`src/rtl/pipe_pkg.sv`:
```
// pipe_pkg: shared stage indices and the scoreboard entry layout for pipe_ctl.
// The entry fields are a fixed width that covers any practical stage index.
// Users zero-extend their SW-wide stage indices into these fields.
package pipe_pkg;

   localparam int unsigned IF_STG = 0;
   localparam int unsigned ID_STG = 1;
   localparam int unsigned EX_STG = 2;
   localparam int unsigned EC_STG = 3;
   localparam int unsigned WB_STG = 4;

   localparam int unsigned SB_IDX_W = 8;

   typedef struct packed {
      logic                valid;
      logic [SB_IDX_W-1:0] pos;   // stage currently holding the producer
      logic [SB_IDX_W-1:0] rdy;   // first stage whose output is bypassable
   } sb_entry_t;

endpackage

```
`src/rtl/hz_scoreboard.sv`:
```
// hz_scoreboard: per-register scoreboard that tracks in-flight results by stage.
// Ports:
//   clk, rst              clock, asynchronous active-high reset
//   hold_i                per-stage hold; the instruction in stage s moves on when !hold_i[s]
//   iss_ok_i              ID instruction issues this cycle
//   iss_wreg_i/iss_rdy_i  destination register and its ready stage
//   flush_i/flush_stg_i   flush takes effect, killing stages 0..flush_stg_i
//   id_*                  ID read ports
//   id_hazard_o           ID read hits a pending entry (registered state only)
module hz_scoreboard
   import pipe_pkg::*;
#(
   parameter int unsigned STAGES = 5,
   parameter int unsigned ID_STG = 1,
   parameter int unsigned REG_W  = 5,
   parameter int unsigned SW     = 3
) (
   input  logic              clk,
   input  logic              rst,
   input  logic [STAGES-1:0] hold_i,
   input  logic              iss_ok_i,
   input  logic [REG_W-1:0]  iss_wreg_i,
   input  logic [SW-1:0]     iss_rdy_i,
   input  logic              flush_i,
   input  logic [SW-1:0]     flush_stg_i,
   input  logic              id_rs_ren_i,
   input  logic              id_rt_ren_i,
   input  logic [REG_W-1:0]  id_rs_i,
   input  logic [REG_W-1:0]  id_rt_i,
   output logic              id_hazard_o
);

   localparam int unsigned NREG = 1 << REG_W;
   localparam logic [SB_IDX_W-1:0] IssPos = SB_IDX_W'(ID_STG + 1);

   sb_entry_t           ent_q [NREG];
   sb_entry_t           ent_d [NREG];
   logic [SB_IDX_W-1:0] npos  [NREG];
   logic [SB_IDX_W-1:0] fk;
   logic [SB_IDX_W-1:0] irdy;

   assign fk   = SB_IDX_W'(flush_stg_i);
   assign irdy = SB_IDX_W'(iss_rdy_i);

   always_comb begin
      for (int r = 0; r < NREG; r++) begin
         ent_d[r] = ent_q[r];
         npos[r]  = ent_q[r].pos;
         // The producer leaves stage s only when that stage is not held; WB may step to STAGES.
         for (int s = 0; s < STAGES; s++) begin
            if (ent_q[r].pos == SB_IDX_W'(s) && !hold_i[s]) begin
               npos[r] = ent_q[r].pos + 1'b1;
            end
         end
         ent_d[r].pos = npos[r];
         if (!ent_q[r].valid || npos[r] >= ent_q[r].rdy ||
             (flush_i && ent_q[r].pos <= fk)) begin
            ent_d[r] = '0;
         end
         // A new issue overrides both the old entry and its clear.
         if (iss_ok_i && iss_wreg_i == REG_W'(r) && irdy > IssPos) begin
            ent_d[r] = '{valid: 1'b1, pos: IssPos, rdy: irdy};
         end
      end
      ent_d[0] = '0;
   end

   always_ff @(posedge clk or posedge rst) begin
      if (rst) begin
         for (int r = 0; r < NREG; r++) begin
            ent_q[r] <= '0;
         end
      end else begin
         ent_q <= ent_d;
      end
   end

   assign id_hazard_o = (id_rs_ren_i && id_rs_i != '0 && ent_q[id_rs_i].valid) ||
                        (id_rt_ren_i && id_rt_i != '0 && ent_q[id_rt_i].valid);

endmodule

```
`src/rtl/pipe_ctl.sv`:
```
// pipe_ctl: stall/refresh controller for a STAGES-deep in-order pipeline.
// Ports:
//   clk, rst                       clock, asynchronous active-high reset
//   stg_busy                       per-stage busy
//   flush_req/flush_stg/flush_ack  flush request, oldest killed stage, flush taking effect
//   id_rs*/id_rt*                  ID source reads; id_hazard flags a scoreboard hit
//   iss_wen/iss_wreg/iss_rdy       ID destination write and its ready stage
//   inst_req/addr_ok/data_ok       fetch handshake; inst_drop marks stale responses
//   stall/refresh                  per-boundary hold and bubble-load controls
module pipe_ctl
   import pipe_pkg::*;
#(
   parameter int unsigned STAGES   = 5,
   parameter int unsigned ID_STG   = 1,
   parameter int unsigned REG_W    = 5,
   parameter int unsigned MAX_IOUT = 3,
   parameter int unsigned SW       = $clog2(STAGES + 1)
) (
   input  logic              clk,
   input  logic              rst,
   input  logic [STAGES-1:0] stg_busy,
   input  logic              flush_req,
   input  logic [SW-1:0]     flush_stg,
   output logic              flush_ack,
   input  logic              id_rs_ren,
   input  logic              id_rt_ren,
   input  logic [REG_W-1:0]  id_rs,
   input  logic [REG_W-1:0]  id_rt,
   input  logic              iss_wen,
   input  logic [REG_W-1:0]  iss_wreg,
   input  logic [SW-1:0]     iss_rdy,
   output logic              id_hazard,
   input  logic              inst_req,
   input  logic              inst_addr_ok,
   input  logic              inst_data_ok,
   output logic              inst_drop,
   output logic [STAGES-2:0] stall,
   output logic [STAGES-2:0] refresh
);

   localparam int unsigned LastStg = STAGES - 1;
   localparam int unsigned CW      = $clog2(MAX_IOUT + 1);

   logic              flush_pend_q, flush_pend_d;
   logic [SW-1:0]     pend_stg_q, pend_stg_d;
   logic [CW-1:0]     out_cnt_q, out_cnt_d;
   logic [CW-1:0]     drop_cnt_q, drop_cnt_d;
   logic              fl_act, fl_eff;
   logic [SW-1:0]     fl_k;
   logic [STAGES-1:0] eb_raw, hold_raw, eb, hold;
   logic              iss_ok, acc, dec;

   always_comb begin
      fl_act = flush_req | flush_pend_q;
      fl_k   = flush_stg;
      if (flush_pend_q && (!flush_req || pend_stg_q > flush_stg)) begin
         fl_k = pend_stg_q;
      end

      eb_raw         = stg_busy;
      eb_raw[ID_STG] = stg_busy[ID_STG] | id_hazard;
      hold_raw[LastStg] = eb_raw[LastStg];
      for (int j = int'(LastStg) - 1; j >= 0; j--) begin
         hold_raw[j] = eb_raw[j] | hold_raw[j+1];
      end

      // Masking only touches stages <= k, so the unmasked hold[k+1] is already final.
      fl_eff = 1'b0;
      if (fl_act) begin
         if (fl_k >= SW'(LastStg)) begin
            fl_eff = 1'b1;
         end else begin
            for (int j = 1; j <= int'(LastStg); j++) begin
               if (fl_k == SW'(j - 1)) fl_eff = !hold_raw[j];
            end
         end
      end

      for (int j = 0; j < STAGES; j++) begin
         eb[j] = eb_raw[j] & !(fl_eff && SW'(j) <= fl_k);
      end
      hold[LastStg] = eb[LastStg];
      for (int j = int'(LastStg) - 1; j >= 0; j--) begin
         hold[j] = eb[j] | hold[j+1];
      end

      for (int i = 0; i < STAGES - 1; i++) begin
         stall[i]   = hold[i+1];
         refresh[i] = !hold[i+1] & (hold[i] | (fl_eff && SW'(i) <= fl_k));
      end

      flush_pend_d = fl_act & !fl_eff;
      pend_stg_d   = pend_stg_q;
      if (fl_eff) begin
         pend_stg_d = '0;
      end else if (fl_act) begin
         pend_stg_d = fl_k;
      end
   end

   assign flush_ack = fl_eff;
   assign iss_ok    = iss_wen & !stall[ID_STG] & !refresh[ID_STG];

   // Fetch tracking: a saturated counter refuses further accepts.
   assign acc       = inst_req & inst_addr_ok & ((out_cnt_q != CW'(MAX_IOUT)) | inst_data_ok);
   assign dec       = inst_data_ok & (out_cnt_q != '0);
   assign out_cnt_d = out_cnt_q + CW'(acc) - CW'(dec);
   assign inst_drop = inst_data_ok & (drop_cnt_q != '0);

   always_comb begin
      drop_cnt_d = drop_cnt_q;
      if (fl_eff) begin
         drop_cnt_d = out_cnt_d;
      end else if (inst_drop) begin
         drop_cnt_d = drop_cnt_q - 1'b1;
      end
   end

   always_ff @(posedge clk or posedge rst) begin
      if (rst) begin
         flush_pend_q <= 1'b0;
         pend_stg_q   <= '0;
         out_cnt_q    <= '0;
         drop_cnt_q   <= '0;
      end else begin
         flush_pend_q <= flush_pend_d;
         pend_stg_q   <= pend_stg_d;
         out_cnt_q    <= out_cnt_d;
         drop_cnt_q   <= drop_cnt_d;
      end
   end

   hz_scoreboard #(
      .STAGES (STAGES),
      .ID_STG (ID_STG),
      .REG_W  (REG_W),
      .SW     (SW)
   ) u_sb (
      .clk         (clk),
      .rst         (rst),
      .hold_i      (hold),
      .iss_ok_i    (iss_ok),
      .iss_wreg_i  (iss_wreg),
      .iss_rdy_i   (iss_rdy),
      .flush_i     (fl_eff),
      .flush_stg_i (fl_k),
      .id_rs_ren_i (id_rs_ren),
      .id_rt_ren_i (id_rt_ren),
      .id_rs_i     (id_rs),
      .id_rt_i     (id_rt),
      .id_hazard_o (id_hazard)
   );

endmodule

```
`config.mk`:
```
export PLATFORM = sky130hd
export DESIGN_NAME = pipe_ctl
export DESIGN_NICKNAME = d
export VERILOG_FILES = /design/src/rtl/pipe_pkg.sv /design/src/rtl/hz_scoreboard.sv /design/src/rtl/pipe_ctl.sv
export SDC_FILE = /design/constraint.sdc
export NUM_CORES = 1
export LEC_CHECK = 0
export CORE_MARGIN = 2
export CORE_UTILIZATION = 30
export DETAILED_ROUTE_END_ITERATION = 12
export GPL_ROUTABILITY_DRIVEN = 0
export MAX_ROUTING_LAYER = met4
export SLEW_MARGIN = 20
export SYNTH_ARGS = -nofsm -noshare
export SYNTH_HDL_FRONTEND = slang
export SYNTH_SLANG_ARGS = --single-unit
```
`constraint.sdc`:
```
create_clock -name clk -period 18.6 [get_ports clk]
set_clock_uncertainty 0.1 [all_clocks]
set_input_delay 4.65 -clock clk [delete_from_list [all_inputs] [get_ports clk]]
set_output_delay 4.65 -clock clk [all_outputs]
set_load 0.01 [all_outputs]
```
-- Yosys cells after proc, flatten, opt, wreduce, memory -nomap -nowiden
Index checks and enable logic that the tools add are counted.
- flip-flop bits (word level): 535
- input bits: 35
- word-level logic and storage cells: 1067
- $add $sub $neg: 34
- order comparisons: 72
- eq/ne operators: 159
- muxes and demuxes: 234
- bitwise logic cells: 32
- reduce and logical (&&, ||, !) cells: 439
- operators by type and width (operator ; count):
    $mux W8 ; 155
    $mux W17 ; 66
    $eq A8 B2 Y1 const B ; 62
    $logic_and A1 B1 Y1 ; 258
    $add A8 B1 Y8 const B ; 31
    $eq A8 B1 Y1 const B ; 31
    $eq A8 B3 Y1 const B ; 31
    $ge A8 B8 Y1 ; 31
    $le A8 B3 Y1 ; 31
    $logic_not A8 Y1 ; 31
    $bmux W17 S5 ; 2
    $eq A5 B5 Y1 const B ; 16
    $reduce_bool A2 Y1 ; 35
    $logic_or A1 B1 Y1 ; 64
    $logic_not A1 Y1 ; 48
    $eq A5 B4 Y1 const B ; 8
    $eq A5 B3 Y1 const B ; 4
    $and A1 B1 Y1 ; 16
    $or A1 B1 Y1 ; 14
    $ge A6 B6 Y1 const B ; 2
    $not A5 Y6 ; 2
    $eq A5 B2 Y1 const B ; 2
    $reduce_bool A5 Y1 ; 2
    $mux W3 ; 3
    16 further kinds ; 25

-- Depth between registers and ports, before layout
Gate-level depths: netlist (run 1).
- depth after elaboration: 34
- gate-level depth with buffers: 26
- gate-level depth less buffers: 23

-- Cells and area by module
A second synthesis (run 1) with hierarchy kept.
- cells, all modules: 2205
- area total of the unflattened synthesis: 23173.5 sq um
- modules (own cells, without submodules) (module ; times used ; cells an instance ; area an instance (sq um) ; seq. area each (sq um)):
    hz_scoreboard ; 1 ; 2097 ; 22260.1 ; 9308.9
    pipe_ctl ; 1 ; 108 ; 913.4 ; 200.2

-- Least setup slack after synthesis (run 1)
No wires, ideal clock.
- kind: input to output
- start point: in flush_stg[2]
- end point: out refresh[0]
- arrival time: 7.212 ns
- required time: 13.850 ns
- path slack: 6.638 ns
- cell stages on the path: 12
- path buffers: 3
- cell sequence: inv_1 > ha_1 > or2_2 > a21o_1 > a21bo_2 > a221oi_4 > buf_2 > nor2_1 > a21o_1 > clkbuf_1 > clkbuf_1 > a21oi_1
- longest elaborated chain between the ends: 20
- ends and longest elaborated chain (element ; line ; RTL):
    start, declared ; pipe_ctl.sv:23 ; input logic [SW-1:0] flush_stg,
    $gt A3 B3 Y1 ; pipe_ctl.sv:56 ; if (flush_pend_q && (!flush_req || pend_stg_q > flush_stg)) begin
    $logic_or A1 B1 Y1 ; pipe_ctl.sv:56 ;
    $logic_and A1 B1 Y1 ; pipe_ctl.sv:56 ;
    $mux W3 (*) ; pipe_ctl.sv:56 ;
    $logic_not A3 Y1 ; pipe_ctl.sv:74 ; if (fl_k == SW'(j - 1)) fl_eff = !hold_raw[j];
    $mux W1 (4 in series) ; pipe_ctl.sv:74 ;
    $mux W1 ; pipe_ctl.sv:70 ; if (fl_k >= SW'(LastStg)) begin
    $mux W1 ; pipe_ctl.sv:69 ; if (fl_act) begin
    $logic_and A1 B1 Y1 ; pipe_ctl.sv:80 ; eb[j] = eb_raw[j] & !(fl_eff && SW'(j) <= fl_k);
    $logic_not A1 Y1 ; pipe_ctl.sv:80 ;
    $and A1 B1 Y1 ; pipe_ctl.sv:80 ;
    $or A1 B1 Y1 (4 in series) ; pipe_ctl.sv:84 ; hold[j] = eb[j] | hold[j+1];
    $or A1 B1 Y1 ; pipe_ctl.sv:89 ; refresh[i] = !hold[i+1] & (hold[i] | (fl_eff && SW'(i) <= fl_k));
    $and A1 B1 Y1 (*) ; pipe_ctl.sv:89 ;
    end, declared ; pipe_ctl.sv:38 ; output logic [STAGES-2:0] refresh
Every way passes the cells marked *; elsewhere a longest branch is shown, timed or not.

-- Worst setup path in the final report (run 1)
- start point: in id_rs[0]
- end point: out flush_ack
- longest elaborated chain between the ends: 15
- ends and longest elaborated chain (element ; line ; RTL):
    start, declared ; pipe_ctl.sv:27 ; input logic [REG_W-1:0] id_rs,
    $not A5 Y6 (implied by the code) ; hz_scoreboard.sv:78 ; assign id_hazard_o = (id_rs_ren_i && id_rs_i != '0 && ent_q[id_rs_i].valid) ||
    $bmux W17 S5 ; hz_scoreboard.sv:78 ;
    $mux W17 (implied by the code) (2 in series) ; hz_scoreboard.sv:78 ;
    $logic_and A1 B1 Y1 (*) ; hz_scoreboard.sv:78 ;
    $logic_or A1 B1 Y1 (*) ; hz_scoreboard.sv:78 ;
    $or A1 B1 Y1 (*) ; pipe_ctl.sv:61 ; eb_raw[ID_STG] = stg_busy[ID_STG] | id_hazard;
    $or A1 B1 Y1 (*) ; pipe_ctl.sv:64 ; hold_raw[j] = eb_raw[j] | hold_raw[j+1];
    $logic_not A1 Y1 (*) ; pipe_ctl.sv:74 ;
    $mux W1 (*) (4 in series) ; pipe_ctl.sv:74 ;
    $mux W1 (*) ; pipe_ctl.sv:70 ;
    $mux W1 (*) ; pipe_ctl.sv:69 ;
    end, declared ; pipe_ctl.sv:24 ; output logic flush_ack,
Every way passes the cells marked *; elsewhere a longest branch is shown, timed or not. The select of a mux whose other input is x is not followed.

==> summary.md, run 1 <==
| Metric | Value |
|---|---|
| Status | finished clean |
| Avg Synthesized Cell Area | between 10 and 15 µm² |
| Post-Synthesis Cells | roughly 2300 |
| IO Port Bufs | 45 |
| GR peak layer | met1 |
| Grt met2 use | between 20% and 30% |
| Clock sink count | 380 |
| EDFF count, synth | 0 |
| Ant. Diodes | 0 |
| Height of the chip | 280.3 µm |
| Total Wirelength | roughly 62000 µm |
| CTS Buffer Depth | 3 |
| Syn. warnings | 0 |
| CTS tree | done |
| Final Hold Viols | 0 |
| Non-filler instance count after layout | around 3500 |
| Fillers | 7635 |
| Final setup violating endpoints | 0 |
| Synthesis-to-finish area growth | 15.87% |
| CORE AREA | about 0.076 mm² |
| TNS Setup | 0 ps |
| Register area | approximately 0.0095 mm² |
| Post-synthesis sequential area ratio | 41.53% |
| Final Max Slew Viols | 0 |
| Worst Path Max Fanout | 28 |
| Hold/Removal Path Class | register to register |
| Initial cell density of the core | a little under a third |
| Wire per inst | 17.87 µm |
| Layout cell share with drive strength beyond 1 | 7.027% |
| # hold bufs at CTS | 0 |
| Seq cells post-synth | 380 |
| DR pass1 iterations | 5 |
| Synth Cell Area | approximately 0.023 mm² |
| PwrDens | 75.02 mW/mm² |
| Via count | between 15000 and 20000 |
| DP Wirelength | 42820 µm |
| Global-route wire length before repair | a little under 100000 µm |
| Area of the multi-input gates | about 0.013 mm² |
| Cells after DPL | 3423 |
| Vias per inst | about 5.0 |
| Total clock buffers created by CTS | roughly 40 |
| Root Driver | clkbuf_16 |
| Critical path capture point type | primary output |
| Clk pin slew, worst setup/hold paths | about 60 ps |
| Total grt overflow | 0 |
| Worst slew pin tran | ~1100 ps |
| Gr usage total | between 10% and 20% |
| Cts repair resizes | 0 |
| Primary FF master, synth | dfrtp_1 |
| Die width | approximately 280 µm |
| DRC | 0 |
| Number of global-route vias before repair | around 17000 |
| Clock Latency Late Sink | ~580 ps |
| Period utilisation layout | 76.19% |
| Antenna Nets Post-Route | 0 |
| Initial antenna violation count | 7 |
| Startpoint class of the critical path | input pin |
| Max_slew headroom | 29.34% |
| Minimum clock period | 14170 ps |
| Worst IR Drop VDD | around 0.050 mV |
| Met1 Use GR | between 20 and 25% |
| Max Fclk | roughly 71 MHz |
| CP Data Arrival Time | about 9400 ps |
| Cell variety after synth | 94 |
| Die Footprint | around 0.079 mm² |
| Req. time, crit path | about 14000 ps |
| Largest net degree at the start of global routing | roughly 130 |
| Met3 Use GR | under 10% |
| Setup CP Type | input pin to primary output |
| Leak | 12.38 nW |
| Fin nets | roughly 2800 |
| Cell row count | just over 100 |
| Setup Buffers After CTS | 0 |
| Initial DRC count | roughly 1600 |
| IO Pins | 46 |
| FFs w/ async S/R, synth | 100.0% |
| Max-cap viol count | 0 |
| H-tree Lvls | 2 |
| RSZ-0062 raised after global routing | false |
[logic make-up after synthesis]
kind of cell	count (synthesis)	synth area share (%)
AOI/OAI and AO/OA	541	16.74
xor gates and xnor gates	48	1.836
adders and majority gates	316	17.27
buffers and inverters	320	5.404
DFF	380	41.53
muxes	52	2.858
other	1	0.01638
and+or+nand+nor	617	14.34
[cell usage in the layout (no fill, tap or decap), drive strengths merged, types with 9 or more instances in the layout]
cell type | synthesis | routed
conb | 1 | 155
a22o | 21 | 21
o211ai | 13 | 13
xnor2 | 42 | 42
mux2i | 35 | 35
ha | 316 | 316
a21oi | 53 | 53
o21a | 14 | 14
nor3b | 16 | 16
nor3 | 74 | 74
o221ai | 11 | 11
or4 | 28 | 28
and2 | 16 | 16
clkdlybuf4s50 | 0 | 42
a21o | 34 | 34
nor2b | 27 | 27
nand2 | 194 | 194
a2111oi | 11 | 11
a31oi | 70 | 70
dfrtp | 380 | 380
or3 | 15 | 15
nand3b | 9 | 9
a21boi | 51 | 51
buf | 23 | 23
o31ai | 83 | 83
or2 | 21 | 21
nand4b | 18 | 18
mux4 | 10 | 10
clkbuf | 26 | 56
nand2b | 20 | 20
nand3 | 43 | 43
and4b | 13 | 13
nor2 | 87 | 87
inv | 271 | 273
and3 | 22 | 22
o21ai | 121 | 121
[final timing paths]
kind	from	endpoint	slack [ps]	depth (start not counted)
setup / recovery	id_rs[0]	flush_ack	4430	9
hold / removal	u_sb.ent_q[36]	u_sb.ent_q[36]	400	1
setup reg to reg	pend_stg_q[1]	u_sb.ent_q[314]	11880	25
hold reg to reg	u_sb.ent_q[36]	u_sb.ent_q[36]	400	1
max in group asynchronous	rst	u_sb.ent_q[133]	11840	4
min in group asynchronous	rst	u_sb.ent_q[454]	4530	2
[metal layers]
layer  share of wire, %  up-vias
met3                6.9       89
met1                 49     8474
met2                 42      471
li1                   -     8391
met4                2.1        0
met5                  0        -
[sequential cells by signal, indices dropped and copies added, names as in the netlist]
register,flops
u_sb.ent_q,372
pend_stg_q,3
flush_pend_q,1
out_cnt_q,2
drop_cnt_q,2
[Yosys cell counts, drive strengths merged (6+ instances only)]
library cell	instances	area [µm²]
dfrtp	380	9509
ha	316	3954
inv	271	1020
nand2	194	730.7
o21ai	121	605.6
nor2	87	345.3
o31ai	83	623.1
nor3	74	426.7
a31oi	70	495.5
a21oi	53	280.3
a21boi	51	397.9
nand3	43	237.7
xnor2	42	367.9
mux2i	35	350.3
a21o	34	255.2
or4	28	210.2
nor2b	27	168.9
clkbuf	26	97.59
buf	23	120.1
and3	22	137.6
a22o	21	183.9
or2	21	131.4
nand2b	20	125.1
nand4b	18	157.7
and2	16	100.1
nor3b	16	120.1
or3	15	93.84
o21a	14	105.1
and4b	13	130.1
o211ai	13	97.59
a2111oi	11	102.6
o221ai	11	108.9
mux4	10	225.2
nand3b	9	71.32
a311oi	7	67.56
mux2	7	78.83
xor2	6	52.55
[final cells by class]
type	instances	area share (%)
multi-input combinational	1729	48.12
sequential	380	35.84
tap	978	4.612
clock buffer	56	4.306
inverter	271	3.872
timing repair buffer	65	2.207
clock inverter	18	1.038
[power by group]
| part | total, mW | switching (mW) | leakage [nW] | internal, mW |
|---|---|---|---|---|
| logic | 0.253 | 0.173 | 6.74 | 0.0795 |
| registers | 0.859 | 0.00935 | 4.94 | 0.850 |
| clock network | 0.878 | 0.350 | 0.698 | 0.528 |
| total | 1.99 | 0.533 | 12.4 | 1.46 |
[critical path, stage by stage]
cell             delay (ps)
clkdlybuf4s50_1         830
mux4_2                  580
nand3_1                 100
nand2_1                  70
o311ai_2                750
nand3_2                 850
a21o_1                  390
inv_1                   510
clkdlybuf4s50_1         660
[metrics by stage]
stage | hold WS (ps) | area [µm²] | total power, mW | setup WS [ps] | utilization, %
floorplan | 366.1 | 23480 | 1.028 | 3293 | -
global placement | 383.3 | 25110 | 1.123 | 4536 | 33.18
detailed placement | 382.5 | 25110 | 1.127 | 4434 | 33.18
CTS | 402.2 | 26530 | 2.013 | 4436 | 35.05
global route | 414.8 | 26530 | 2.074 | 4199 | 35.05
finish | 399.0 | 26530 | 1.990 | 4428 | 35.05
Power figures use the tool's default switching activity.
==> inputs of run 2 (changes only) <==
- clock period: 18.6 -> 11.5 ns (I/O delays scaled with it)
==> run 2 against run 1 <==
  * Via count is 0.78% lower
  * Non-clock buffer count up 2
  * Design area up 0.30%
  * Largest cell class unchanged
  * Global-route usage down 0.15 points
  * Sequential cell count is the same
  * Total power up 62%
==> summary.md, run 2 (synthesized netlist as in run 1, its figures left out) <==
| Metric | Value |
|---|---|
| Commonest non-fill, non-tap cell in the layout | dfrtp_1 |
| Die Footprint | 0.07855 mm² (unchanged) |
| Synthesis-to-finish area growth | 16.22% |
| Part of the power in registers | 43.0% (-0.2 points) |
| Setup ws final | 1518 ps (-2910 ps) |
| Worst slew pin tran | 1080 ps (+28.09 ps) |
| Comb power frac | 12.8% (about the same) |
| Setup Buffers After CTS | 0 (unchanged) |
| TNS Setup | 0 ps (unchanged) |
| Height of the chip | 280.3 µm (unchanged) |
| Status | finished clean |
| CORE AREA | 0.07570 mm² (unchanged) |
| Global-route wire length before repair | 96960 µm (-0.65%) |
| CP Data Arrival Time | 7010 ps (-2410 ps) |
| Max Fclk | around 100 MHz |
| Clock Latency Late Sink | 590 ps (about the same) |
| Clock group share of total power | 44.2% (about the same) |
| Clk pin slew, worst setup/hold paths | 60 ps (about the same) |
| IO Port Bufs | 45 (unchanged) |
| Via count | 17290 (-0.78%) |
| DR pass1 iterations | 5 (unchanged) |
| Final setup violating endpoints | 0 (unchanged) |
| Critical path capture point type | primary output |
| Layout cell share with drive strength beyond 1 | 7.174% (+0.15 points) |
| Worst IR Drop VDD | 0.09058 mV (+81%) |
| Die width | 280.3 µm (unchanged) |
| PwrDens | 121.5 mW/mm² (+62%) |
| Total grt overflow | 0 (unchanged) |
| RSZ-0062 raised after global routing | false |
| P_sw | 878.5 µW (+65%) |
| Initial DRC count | 1245 (-24%) |
| Total clock buffers created by CTS | 43 (+4.9%) |
| Root Driver | clkbuf_16 |
| Most frequent cells in the layout | dfrtp_1, ha_1, inv_1 |
| Hold/Removal Path Class | register to register |
| Internal | 2.355 mW (+62%) |
| Max_slew headroom | 27.78% (-1.6 points) |
| # hold bufs at CTS | 0 (unchanged) |
| Fin nets | 2843 (+0.14%) |
| Final Max Slew Viols | 0 (unchanged) |
| DRC | 0 (unchanged) |
| CTS Buffer Depth | 3 (unchanged) |
| Max-cap viol count | 0 (unchanged) |
| Setup CP Type | input pin to primary output |
| Biggest register | u_sb.ent_q |
| Vias per inst | 4.933 (-1.0%) |
| Period utilisation layout | ~87% |
| H-tree Lvls | 2 (unchanged) |
| Cts repair resizes | 0 (unchanged) |
| IO Pins | 46 (unchanged) |
| Pre-CTS setup slack | 1565 ps (-2869 ps) |
| Cell row count | 101 (unchanged) |
| Gr usage total | 16.37% (-0.15 points) |
| Worst Path Max Fanout | 17 (-39%) |
| Req. time, crit path | 8530 ps (-5320 ps) |
| Largest registers in the final layout | u_sb.ent_q (372), pend_stg_q (3) |
| Antenna Nets Post-Route | 0 (unchanged) |
| DP Wirelength | 41230 µm (-3.7%) |
| Wire per inst | 17.64 µm (-1.3%) |
| Startpoint class of the critical path | input pin |
| Total Wirelength | 61820 µm (-1.1%) |
| Fillers | 7556 (-1.0%) |
| Initial antenna violation count | 3 (-4) |
| Number of global-route vias before repair | 16760 (-0.32%) |
| Switch share | 27.17% (+0.39 points) |
| Leak | 12.39 nW (+0.10%) |
| Final Hold Viols | 0 (unchanged) |
| Minimum clock period | 9982 ps |
| Initial cell density of the core | 30.25% (unchanged) |
| Largest net degree at the start of global routing | 158 (+25%) |
| Clock sink count | 380 (unchanged) |
| Max reg flops | 372 (unchanged) |
| Tot Pwr | 3.234 mW (+62%) |
| CTS tree | done |
## run 2: cell count changes in the layout (fill, tap and decap cells not counted), sizes merged
cell	previous run	this run
buf	23	25
bufinv	7	5
clkbuf	56	58
clkinv	8	7
clkinvlp	1	5
diode	0	4
inv	273	272
## run 2: power groups by stage
stage	Combinational (mW)	Clock (mW)	Sequential [mW]
global placement	0.412	0	1.41
global route	0.461	1.52	1.39
detailed placement	0.416	0	1.41
CTS	0.417	1.47	1.39
floorplan	0.252	0	1.41
finish	0.415	1.43	1.39
## run 2: cell type report
cell class	count	area, µm²	area share [%]
flip-flops and latches	380	9509	35.73
multi-input cells	1729	12770	47.98
clock buffers	58	1204	4.523
inverters	271	1023	3.846
well taps	978	1224	4.598
diodes	4	10.01	0.03762
clock inverters	18	247.7	0.9310
repair buffers	67	625.6	2.351
## run 2: worst max-delay path: stages
cell and delay (ps):
clkdlybuf4s50_1 570, inv_1 90, ha_1 310, or2_2 320, a21o_1 230, a21bo_2 290
a221oi_4 270, buf_4 260, nor2_2 120, nor2_8 270, inv_2 230, a21oi_4 350
inv_1 100, a21oi_1 140, clkdlybuf4s50_1 560
## run 2: worst paths after layout
check	startpoint	end	slack, ps	cells past startpoint
max in group asynchronous	rst	u_sb.ent_q[218]	7010	4
worst min-delay path	u_sb.ent_q[188]	u_sb.ent_q[188]	400	1
worst max register to register	pend_stg_q[1]	u_sb.ent_q[256]	4920	21
worst max-delay path	flush_stg[2]	refresh[0]	1520	15
worst min register to register	u_sb.ent_q[188]	u_sb.ent_q[188]	400	1
min in group asynchronous	rst	u_sb.ent_q[340]	2770	3
## run 2: per-layer routing
layer / part of all wire (%) / vias up / wire [µm] / global-route usage (%)
met3: 7.1 / 105 / 4397 / 3.780
met1: 48 / 8343 / 29920 / 22.97
met4: 2.6 / 0 / 1614 / 4.648
met5: 0 / - / 0 / -
li1: - / 8384 / - / -
met2: 42 / 457 / 25890 / 23.43
## run 2: per-stage QoR
| step | area, µm² | utilization (%) | hold slack (ps) | instances |
|---|---|---|---|---|
| after floorplan | 23480 | - | 366.1 | 2429 |
| final | 26610 | 35.15 | 400.9 | 3505 |
| after global routing | 26610 | 35.15 | 413.7 | 3505 |
| after CTS | 26600 | 35.14 | 402.5 | 3501 |
| after detailed placement | 25150 | 33.22 | 382.0 | 3425 |
| after global placement | 25150 | 33.22 | 383.4 | 3425 |
==> inputs of run 3 (changes only) <==
- SETUP_SLACK_MARGIN: default -> 0.2
==> results of run 3 <==
No change in the layout: final DEF, timing and power equal those of run 2.
